**config.mk**
```make
export PLATFORM = sky130hd
export DESIGN_NAME = modexp_controller
export DESIGN_NICKNAME = d
export VERILOG_FILES = /design/src/rtl/modexp_controller.sv
export SDC_FILE = /design/constraint.sdc
export NUM_CORES = 2
export LEC_CHECK = 0
export ABC_AREA = 1
export CORE_AREA = 2 2 599 601
export CTS_CLUSTER_SIZE = 12
export DETAILED_ROUTE_END_ITERATION = 10
export DIE_AREA = 0 0 601 603
export MAX_ROUTING_LAYER = met4
export SLEW_MARGIN = 20
export SYNTH_ARGS = -nofsm -noshare
export SYNTH_HDL_FRONTEND = slang
export SYNTH_SLANG_ARGS = --single-unit
```
**constraint.sdc**
```tcl
create_clock -name i_clk -period 2.9 [get_ports i_clk]
set_input_delay 0.58 -clock i_clk [delete_from_list [all_inputs] [get_ports i_clk]]
set_output_delay 0.58 -clock i_clk [all_outputs]
set_load 0.1 [all_outputs]
```
**src/rtl/modexp_controller.sv**
```systemverilog
`default_nettype none
// ==========================================================================
// Module   : modexp_controller
// Purpose  : left-to-right square-and-multiply sequencer computing x^e mod n
//            on one shared serial modular multiplier
// Revision : 1.0
// ==========================================================================
module modexp_controller #(
    parameter int MAX_BITS = 256,
    parameter int CNT_W    = 9
) (
    input  logic                i_clk,
    input  logic                i_rst,
    input  logic                i_start,
    input  logic [1:0]          i_mode,
    input  logic [MAX_BITS-1:0] i_x,
    input  logic [MAX_BITS-1:0] i_e,
    output logic                o_busy,
    output logic                o_done,
    output logic [MAX_BITS-1:0] o_result,
    output logic                o_mul_start,
    output logic [MAX_BITS-1:0] o_mul_a,
    output logic [MAX_BITS-1:0] o_mul_b,
    input  logic [MAX_BITS-1:0] i_mul_result,
    input  logic                i_mul_finished
);

    localparam int c_idx_w = $clog2(MAX_BITS);

    typedef enum logic [2:0] {
        S_IDLE    = 3'd0,
        S_SQ_GO   = 3'd1,
        S_SQ_WAIT = 3'd2,
        S_MU_GO   = 3'd3,
        S_MU_WAIT = 3'd4,
        S_NEXT    = 3'd5,
        S_DONE    = 3'd6
    } state_t;

    state_t              state_q, state_d;
    logic [MAX_BITS-1:0] acc_q, acc_d;
    logic [MAX_BITS-1:0] x_q, x_d;
    logic [MAX_BITS-1:0] e_q, e_d;
    logic [MAX_BITS-1:0] result_q, result_d;
    logic [MAX_BITS-1:0] mul_a_q, mul_a_d;
    logic [MAX_BITS-1:0] mul_b_q, mul_b_d;
    logic [CNT_W-1:0]    k_q, k_d;
    logic                busy_q, busy_d;
    logic                done_q, done_d;
    logic                mul_start_q, mul_start_d;

    logic [CNT_W-1:0]    w_top_idx;
    logic                w_e_bit;

    always_comb begin
        case (i_mode)
            2'd0:    w_top_idx = CNT_W'(31);
            2'd1:    w_top_idx = CNT_W'(63);
            2'd2:    w_top_idx = CNT_W'(127);
            default: w_top_idx = CNT_W'(255);
        endcase
    end

    assign w_e_bit = e_q[k_q[c_idx_w-1:0]];

    // Operands and the start pulse are loaded on the transition into a GO
    // state, so they are already stable in the cycle the pulse is visible.
    always_comb begin
        state_d     = state_q;
        acc_d       = acc_q;
        x_d         = x_q;
        e_d         = e_q;
        result_d    = result_q;
        mul_a_d     = mul_a_q;
        mul_b_d     = mul_b_q;
        k_d         = k_q;
        busy_d      = busy_q;
        done_d      = 1'b0;
        mul_start_d = 1'b0;

        case (state_q)
            S_IDLE: begin
                if (i_start) begin
                    x_d         = i_x;
                    e_d         = i_e;
                    k_d         = w_top_idx;
                    acc_d       = MAX_BITS'(1);
                    busy_d      = 1'b1;
                    mul_start_d = 1'b1;
                    mul_a_d     = MAX_BITS'(1);
                    mul_b_d     = MAX_BITS'(1);
                    state_d     = S_SQ_GO;
                end
            end
            S_SQ_GO: state_d = S_SQ_WAIT;
            S_SQ_WAIT: begin
                if (i_mul_finished) begin
                    acc_d = i_mul_result;
                    if (w_e_bit) begin
                        mul_start_d = 1'b1;
                        mul_a_d     = i_mul_result;
                        mul_b_d     = x_q;
                        state_d     = S_MU_GO;
                    end else begin
                        state_d = S_NEXT;
                    end
                end
            end
            S_MU_GO: state_d = S_MU_WAIT;
            S_MU_WAIT: begin
                if (i_mul_finished) begin
                    acc_d   = i_mul_result;
                    state_d = S_NEXT;
                end
            end
            S_NEXT: begin
                if (k_q == '0) begin
                    result_d = acc_q;
                    done_d   = 1'b1;
                    busy_d   = 1'b0;
                    state_d  = S_DONE;
                end else begin
                    k_d         = k_q - CNT_W'(1);
                    mul_start_d = 1'b1;
                    mul_a_d     = acc_q;
                    mul_b_d     = acc_q;
                    state_d     = S_SQ_GO;
                end
            end
            S_DONE:  state_d = S_IDLE;
            default: state_d = S_IDLE;
        endcase
    end

    always_ff @(posedge i_clk or negedge i_rst) begin
        if (!i_rst) begin
            state_q     <= S_IDLE;
            acc_q       <= '0;
            x_q         <= '0;
            e_q         <= '0;
            result_q    <= '0;
            mul_a_q     <= '0;
            mul_b_q     <= '0;
            k_q         <= '0;
            busy_q      <= 1'b0;
            done_q      <= 1'b0;
            mul_start_q <= 1'b0;
        end else begin
            state_q     <= state_d;
            acc_q       <= acc_d;
            x_q         <= x_d;
            e_q         <= e_d;
            result_q    <= result_d;
            mul_a_q     <= mul_a_d;
            mul_b_q     <= mul_b_d;
            k_q         <= k_d;
            busy_q      <= busy_d;
            done_q      <= done_d;
            mul_start_q <= mul_start_d;
        end
    end

    assign o_busy      = busy_q;
    assign o_done      = done_q;
    assign o_result    = result_q;
    assign o_mul_start = mul_start_q;
    assign o_mul_a     = mul_a_q;
    assign o_mul_b     = mul_b_q;

endmodule
`default_nettype wire

```
=== After elaboration in Yosys (flattened, before gate mapping) ===
Cells that the tools add are included.
Widths: inputs -> output; s select.

* Register bits: 1,551
* Output and inout bits: 771
* Word-level logic and storage cells: 73

* Add/subtract/negate cells: 1
* Order comparisons: 1
* Eq/ne operators: 14
* Multiplexer cells: 32
* Reduce and logical (&&, ||, !) cells: 14

{| class="wikitable"
|+ Operators with widths
! operator !! number
|-
| $mux 256 || 7
|-
| $pmux 256 s3 || 2
|-
| $pmux 256 s2 || 1
|-
| $pmux 8 s3 || 1
|-
| $mux 9 || 2
|-
| $pmux 3 s6 || 1
|-
| $pmux 9 s2 || 1
|-
| $mux 3 || 5
|-
| $ne 2x2->1 const B || 6
|-
| $reduce_and 3->1 || 4
|-
| $logic_not 9->1 || 1
|-
| $lt 8x9->1 const B || 1
|-
| $mux 1 || 9
|-
| $sub 9x1->9 const B || 1
|-
| $bmux 1 s8 || 1
|-
| $eq 3x2->1 const B || 2
|-
| $eq 3x3->1 const B || 2
|-
| $reduce_and 5->1 || 1
|-
| $reduce_and 2->1 || 2
|-
| $reduce_bool 2->1 || 2
|-
| $eq 3x1->1 const B || 1
|-
| $logic_not 3->1 || 1
|-
| $pmux 1 s3 || 1
|-
| $reduce_bool 3->1 || 1
|-
| other kinds (6) || 6
|}

=== Logic depth before layout (Yosys ltp) ===
* Depth after elaboration: 5
* Mapped depth: 22
* Mapped depth without buffers: 18

=== Least setup slack after synthesis ===
No wires, ideal clock.

* Path kind: flip-flop to flip-flop
* Start: reg k_q[0]
* End: reg mul_a_q[165], in the netlist o_mul_a[165]
* Arrival time: 2,412 ps
* Required time: 2,833 ps
* Slack: 421 ps
* Cell stages (with the launch flop): 16
* Buffers on the path: 6
* Period minus slack after synthesis: 2,479 ps
* Cell sequence: dfrtp_1 > buf_4 > inv_2 > buf_2 > buf_2 > ha_1 > nand3_1 > nor2_1 > nand2_2 > inv_2 > a311oi_1 > buf_4 > clkbuf_1 > clkbuf_1 > nand3_1 > nand2_1

* Longest elaborated chain between the ends: 4
* Elaborated cells on any way between the ends: 6
* Classes of those cells: eq/ne: 2; mux: 2; reduce/logical: 2

{| class="wikitable"
|+ RTL lines
! item !! RTL line !! RTL
|-
| from (decl) || 47 || <nowiki>logic [CNT_W-1:0] k_q, k_d;</nowiki>
|-
| from (signal assigned) || 156 || <nowiki>k_q <= k_d;</nowiki>
|-
| $bmux 1 s8 || 64 || <nowiki>assign w_e_bit = e_q[k_q[c_idx_w-1:0]];</nowiki>
|-
| $mux 1 (not written as such) || 64 ||
|-
| $ne 2x2->1 (no line) || n/a ||
|-
| $reduce_and 5->1 (no line) * || n/a ||
|-
| to (signal assigned) || 154 || <nowiki>mul_a_q <= mul_a_d;</nowiki>
|-
| to (decl) || 45 || <nowiki>logic [MAX_BITS-1:0] mul_a_q, mul_a_d;</nowiki>
|}

Every way passes the cells marked *; elsewhere a longest branch is shown, timed or not. The select of a mux whose other input is x is not followed.
A chain may end at the register's enable or synchronous reset.

=== Worst setup path after layout ===
* Start: reg k_q[0]
* End: reg mul_a_q[13], in the netlist o_mul_a[13]

Same word-level chain as after synthesis.

==> impl_metrics.py <==
metrics = {
    "placement": {
        "port_buffers": 1544,
        "gp_congestion": 0.993,
        "pre_cts_slack_ns": -0.242,
        "dp_hpwl_mm": 292,
        "post-place-cells": 13600,
    },
    "sta": {
        "slew_viol_final": 0,
        "skew_ns": 0.0475,
        "fmax_mhz": 323,
        "hold_viol_final": 0,
        "setup_tns_ns": -49.96,
        "setup_ws_ns": -0.200,
        "finalSetupViolations": 505,
        "rsz0062_at_grt": "true",
        "fin_crit_sh_pct": 107,
        "relSlewSlack_pct": 37.5,
        "min_period_ns": 3.10,
        "tightest_slew_ns": 0.938,
    },
    "yosys": {
        "synth-main-ff-cell": "dfrtp_1",
        "async_reset_ff_share_pct": 100,
        "synth_edf_count": 0,
        "synthCells": 7566,
        "synth_area_um2": 65800,
        "ys_seq_area_share_pct": 59.0,
        "synth.area.top_cells": "dfrtp_1 (59%), nand2_1 (13%), o22ai_1 (7.3%), o21ai_0 (5.5%), inv_1 (5.5%)",
        "synth_area_per_cell_um2": 8.70,
        "synth-seq-cells": 1551,
        "ys_warn_count": 0,
        "syn-num-nets": 8342,
        "synth_top_area_cell": "dfrtp_1",
        "yosys.area.top_type_share_pct": 59.0,
        "ys_types": 28,
    },
    "status": {
        "status": "complete, but fails checks",
        "violations": "setup timing",
    },
    "power": {
        "power.leakage_nw": 45.9,
        "ir_drop_mv": 1.25,
        "p_per_area_nw_per_um2": 1390,
    },
    "detailed_routing": {
        "drc": 0,
        "detail_route.vias_per_cell": 4.43,
        "vias": 62100,
        "drt_wl_total_mm": 377,
        "drtIter0Drc": 6639,
        "drt_pass1_iterations": 6,
        "antenna_left": 0,
        "wire_per_inst_um": 26.9,
    },
    "critical_path": {
        "slowest_stage": "dfrtp_4",
        "critPathArrivalTime_ns": 3.86,
        "cp_top_family": "buffers and inverters",
        "crit_type": "reg2reg",
        "cp_num_buf_inv": 7,
        "worst_path_largest_cell_delay_ns": 0.57,
        "crit_fanout": 8,
        "crit_chain": "buf_12, clkbuf_16, a21oi_1, o21ai_1, nand3_1, nand3_2, nand3_4, nand2_1, nand3_2, nand3_2, buf_6, nand3_4, buf_12, nand2_8, buf_12, clkbuf_16, clkbuf_16, nand2_2, nand2_1",
        "start_kind": "register",
        "ff2ff_setup_slack_ns": -0.20,
        "end_kind": "register",
        "cp.required_ns": 3.66,
    },
    "clocking": {
        "clk_pin_slew_ns": 0.06,
        "numCtsBuffers": 189,
        "htreeDepth": 4,
        "cts_root_buffer": "clkbuf_16",
        "cts.sinks": 1551,
        "worstSkewPairLatency_ns": 0.87,
        "clk_path_buf_depth": 4,
        "cts_tree": "built",
    },
    "global_routing": {
        "grt_first_pass_wirelength_mm": 506,
        "overflow": 0,
        "grtUsageTotal_pct": 20.4,
        "grt_pass1_vias": 59300,
        "antenna_found_initial": 74,
        "grt_max_degree": 178,
    },
    "floorplanning": {
        "num_rows": 219,
        "dieArea_um2": 362000,
        "pin_count": 1545,
        "fp.dieW_um": 601,
        "core-area_um2": 355000,
        "die_h_um": 603,
        "start_util_pct": 18.5,
    },
    "layout": {
        "stdcell_count": 14000,
        "fin_nets": 9850,
        "fin_util_pct": 26.5,
        "area_growth_syn_to_layout_pct": 43.1,
        "drive_above_1_share_pct": 16.1,
    },
    "flow_run": {
        "maxCapViolations": 0,
    },
    "hold_path": {
        "hp-class": "in2reg",
    },
}
layout by cell type (no fill, tap or decap), types with 7 or more instances in the layout:
| master | count |
|---|---|
| o22ai_1 | 765 |
| buf_12 | 128 |
| nor2_1 | 22 |
| clkinv_2 | 37 |
| nand2_2 | 16 |
| a21oi_2 | 8 |
| o21ai_1 | 7 |
| buf_2 | 88 |
| clkbuf_1 | 31 |
| clkbuf_16 | 204 |
| clkdlybuf4s50_1 | 772 |
| o21ai_0 | 724 |
| nand3_2 | 16 |
| clkinvlp_4 | 11 |
| buf_4 | 827 |
| clkbuf_8 | 40 |
| buf_16 | 18 |
| o211ai_1 | 32 |
| a21oi_1 | 41 |
| bufinv_16 | 12 |
| dfrtp_1 | 1549 |
| nand3_1 | 630 |
| diode_2 | 59 |
| buf_6 | 15 |
| inv_8 | 9 |
| nand2_1 | 2185 |
| inv_1 | 967 |
report_power, final:
part	switching, mW	internal, mW
combinational	55.8	17.2
clock	10.4	14.2
sequential	3.97	29.8
per-layer routing:
| layer | routed length (um) | part of all wire [%] | up-vias | GRT usage (%) |
|---|---|---|---|---|
| li1 | - | - | 27700 | - |
| met1 | 148000 | 39 | 30900 | 24.3 |
| met2 | 168000 | 45 | 2880 | 30.3 |
| met3 | 39700 | 11 | 575 | 7.27 |
| met4 | 20600 | 5.5 | 0 | 10.2 |
| met5 | 0 | 0 | - | - |
path summary, 6_finish.rpt:
| check | start | endpoint | depth (start not counted) |
|---|---|---|---|
| hold / removal | i_e[177] | e_q[177] | 3 |
| setup / recovery | k_q[0] | o_mul_a[13] | 19 |
| hold reg to reg | o_mul_b[64] | o_mul_b[64] | 2 |
| max in group asynchronous | i_rst | acc_q[60] | 4 |
| setup reg to reg | k_q[0] | o_mul_a[13] | 19 |
| min in group asynchronous | i_rst | o_mul_b[26] | 2 |
tightest hold or removal path: cells and delay by family:
kind                   cells  cell delay, ns
buffers and inverters      1            0.40
and+or+nand+nor            2            0.10
flip-flops by register name, indices dropped and copies added (netlist names), 3 cells and up:
signal / count
o_mul_a: 256
acc_q: 256
state_q: 3
x_q: 256
k_q: 9
o_mul_b: 256
o_result: 256
e_q: 256
cells in the mapped netlist (2+ instances only):
| cell type | n |
|---|---|
| clkbuf_1 | 361 |
| inv_2 | 6 |
| o211ai_1 | 32 |
| nand3_1 | 650 |
| buf_1 | 4 |
| buf_6 | 29 |
| buf_4 | 41 |
| ha_1 | 2 |
| inv_1 | 970 |
| nor2_2 | 2 |
| nand2_1 | 2206 |
| dfrtp_1 | 1551 |
| a22oi_1 | 4 |
| o22ai_1 | 765 |
| o21ai_1 | 2 |
| a21oi_1 | 49 |
| o21ai_0 | 729 |
| nor2_1 | 27 |
| buf_2 | 124 |
| nor3_1 | 4 |
kinds of logic after synthesis:
family,synth area share [%]
buffers and inverters,9.56
adders and majority gates,0.0380
AOI/OAI and AO/OA,13.6
and+or+nand+nor,17.8
DFF,59.0
timing repair:
action	in CTS	in global routing
hold buffers	1	0
cloned	8	21
resized for setup	41	57
endpoints found under the hold margin	54	0
setup buffers	8	6
endpoints found under the setup margin	502	731
pin swaps	5	20
through the flow:
step | total power [mW] | cell area [um^2] | hold slack (ns)
6_report | 131 | 94200 | 0.267
5_1_grt | 137 | 94200 | 0.204
4_1_cts | 130 | 93300 | 0.144
3_5_place_dp | 104 | 86400 | 0.455
3_3_place_gp | 103 | 86400 | 0.452
2_1_floorplan | 78.3 | 65800 | 0.284
layout make-up:
| class | instances | area, um^2 |
|---|---|---|
| repair buffers | 1876 | 18200 |
| diodes | 59 | 148 |
| flip-flops and latches | 1551 | 38800 |
| clock inverters | 79 | 925 |
| multi-input cells | 4479 | 21000 |
| inverters | 977 | 3710 |
| well taps | 4751 | 5940 |
| clock buffers | 261 | 5420 |
| fillers | 38200 | 261000 |
Power figures use the tool's default switching activity.
==> variant: new RTL, config.mk and constraints unchanged <==
Register the inputs `i_start`, `i_mode`, `i_x`, `i_e`, `i_mul_result` and `i_mul_finished` before use, without a reset. The logic sees them one clock later.
--- a/src/rtl/modexp_controller.sv
+++ b/src/rtl/modexp_controller.sv
@@ -37,6 +37,22 @@
         S_DONE    = 3'd6
     } state_t;
 
+    logic i_start_q;
+    logic [1:0] i_mode_q;
+    logic [MAX_BITS-1:0] i_x_q;
+    logic [MAX_BITS-1:0] i_e_q;
+    logic [MAX_BITS-1:0] i_mul_result_q;
+    logic i_mul_finished_q;
+
+    always_ff @(posedge i_clk) begin
+        i_start_q        <= i_start;
+        i_mode_q         <= i_mode;
+        i_x_q            <= i_x;
+        i_e_q            <= i_e;
+        i_mul_result_q   <= i_mul_result;
+        i_mul_finished_q <= i_mul_finished;
+    end
+
     state_t              state_q, state_d;
     logic [MAX_BITS-1:0] acc_q, acc_d;
     logic [MAX_BITS-1:0] x_q, x_d;
@@ -53,7 +69,7 @@
     logic                w_e_bit;
 
     always_comb begin
-        case (i_mode)
+        case (i_mode_q)
             2'd0:    w_top_idx = CNT_W'(31);
             2'd1:    w_top_idx = CNT_W'(63);
             2'd2:    w_top_idx = CNT_W'(127);
@@ -80,9 +96,9 @@
 
         case (state_q)
             S_IDLE: begin
-                if (i_start) begin
-                    x_d         = i_x;
-                    e_d         = i_e;
+                if (i_start_q) begin
+                    x_d         = i_x_q;
+                    e_d         = i_e_q;
                     k_d         = w_top_idx;
                     acc_d       = MAX_BITS'(1);
                     busy_d      = 1'b1;
@@ -94,11 +110,11 @@
             end
             S_SQ_GO: state_d = S_SQ_WAIT;
             S_SQ_WAIT: begin
-                if (i_mul_finished) begin
-                    acc_d = i_mul_result;
+                if (i_mul_finished_q) begin
+                    acc_d = i_mul_result_q;
                     if (w_e_bit) begin
                         mul_start_d = 1'b1;
-                        mul_a_d     = i_mul_result;
+                        mul_a_d     = i_mul_result_q;
                         mul_b_d     = x_q;
                         state_d     = S_MU_GO;
                     end else begin
@@ -108,8 +124,8 @@
             end
             S_MU_GO: state_d = S_MU_WAIT;
             S_MU_WAIT: begin
-                if (i_mul_finished) begin
-                    acc_d   = i_mul_result;
+                if (i_mul_finished_q) begin
+                    acc_d   = i_mul_result_q;
                     state_d = S_NEXT;
                 end
             end
Check against the original RTL: not settled (the Yosys comparison gave no result); the edit may change what the design does.
==> variant against the original RTL <==
  * Area after synthesis rose by 27%
  * Critical endpoint is now o_mul_a[239]$_DFFE_PN0P_
  * Largest power group unchanged
  * Routed wire length rose by 1.1%
  * Total power rose by 12%
  * Design area rose by 22%
  * Sequential cell count rose by 772
  * The run still ends with setup timing left
  * Via count rose by 16%
  * First-iteration DRC count rose by 15%
  * Clock power rose by 38%
  * Global-route usage rose by 0.29 points
  * Count of clock-buffer cells in the layout rose by 151
  * Setup slack improved by 0.045 ns
==> variant: results (changes against the original RTL) <==
WHS Endpoint -> i_mul_result_q[252]$_DFF_P_
Max FO, Critical Path -> 15 (+7)
H-tree depth -> 5 (+1)
Peak supply drop -> 0.00116 V (-6.7%)
Worst path top cell family by delay -> simple AND/OR/NAND/NOR gates
Fill cells -> 36,400 (-4.6%)
Clk Latency, worst-skew pair -> 0.89 ns (+0.02 ns)
Failing checks -> setup timing
Inverter count -> 713 (-27%)
Final TNS setup -> -32.07 ns (+17.89 ns)
Top post-synthesis cells by area -> dfrtp_1 (46%), dfxtp_1 (18%), nand2_1 (8.7%), o21ai_0 (7.3%), nand3_1 (5.3%)
Post-route cell area -> 115,000 um2 (+22%)
Slew margin rel. -> 32.0% (-5.5 points)
Hold Crit Start -> i_mul_result[252]
Dpl hpwl -> 278 mm (-4.8%)
Total CTS buffers -> 270 (+43%)
Nets -> 11,100 (+12%)
Final setup viols -> 470 (-6.9%)
Worst R2R Path Depth -> 20 (+1)
GRT met2 Usage -> 31.8% (+1.5 points)
Reg area -> 54,300 um2 (+40%)
Post-synthesis adder-cell area fraction -> 0.0298% (-0.0082 points)
WHS Path Cells -> 1 (-2)
DR WL met3 -> 28.6 mm (-28%)
Net switching power -> 70,800 uW (+0.98%)
Vias in the first global route -> 68,500 (+16%)
Worst Skew -> 0.0548 ns (+0.00731 ns)
Met3 Track Usage GR -> 3.91% (-3.4 points)
Worst Setup EP -> o_mul_a[239]$_DFFE_PN0P_
Multi-input gate area -> 23,700 um2 (+13%)
Diode count -> 61 (+3.4%)
Outcome -> finished, violations left
Final clock-cell share -> 7.60% (+0.86 points)
M1 WL -> 152 mm (+2.3%)
Post-Syn Nets -> 9,491 (+14%)
DP Area -> 105,000 um2 (+21%)
Setup WS post-layout -> -0.155 ns (+0.0451 ns)
Worst path max stage delay -> 0.53 ns (-0.04 ns)
Antenna violations before repair -> 56 (-24%)
Gpl congestion -> 0.926 (-6.7%)
Net Sw Frac -> 48.2% (-5.2 points)
Clock buffer count -> 412 (+58%)
P_comb -> 67,100 uW (-8.1%)
Count of cell types in the netlist -> 30 (+7.1%)
Avg WL per Cell -> 24.9 um (-7.3%)
Initial drt markers -> 7,630 (+15%)
GRT Overall Usage -> 20.7% (+0.29 points)
Synth Area in Compound Gates -> 10.1% (-3.5 points)
Synth Cell Area -> 83,900 um2 (+27%)
[variant: cell types whose count changed after synthesis, sizes merged, moves of 3 or more]
cell | before | now
dfxtp | 0 | 772
o21ai | 731 | 1250
nand4 | 0 | 512
o22ai | 765 | 256
nand2 | 2208 | 1937
inv | 976 | 711
nand3 | 650 | 886
buf | 198 | 295
clkbuf | 361 | 405
a21oi | 49 | 63
o211ai | 32 | 37
nor2 | 30 | 27
nor3 | 4 | 1
[variant: through the flow]
stage          worst slack (ns)  cells
2_1_floorplan             0.621   8715
4_1_cts                  -0.141  15200
5_1_grt                  -0.292  15300
3_3_place_gp             -0.464  14700
3_5_place_dp             -0.485  14700
6_report                 -0.155  15300
[variant: what timing repair did]
action,in CTS,in global routing
pin swaps,5,10
hold buffers,1,0
endpoints found under the setup margin,519,550
gates resized for setup,74,31
setup buffers,17,13
gates cloned,16,14
endpoints found under the hold margin,40,0
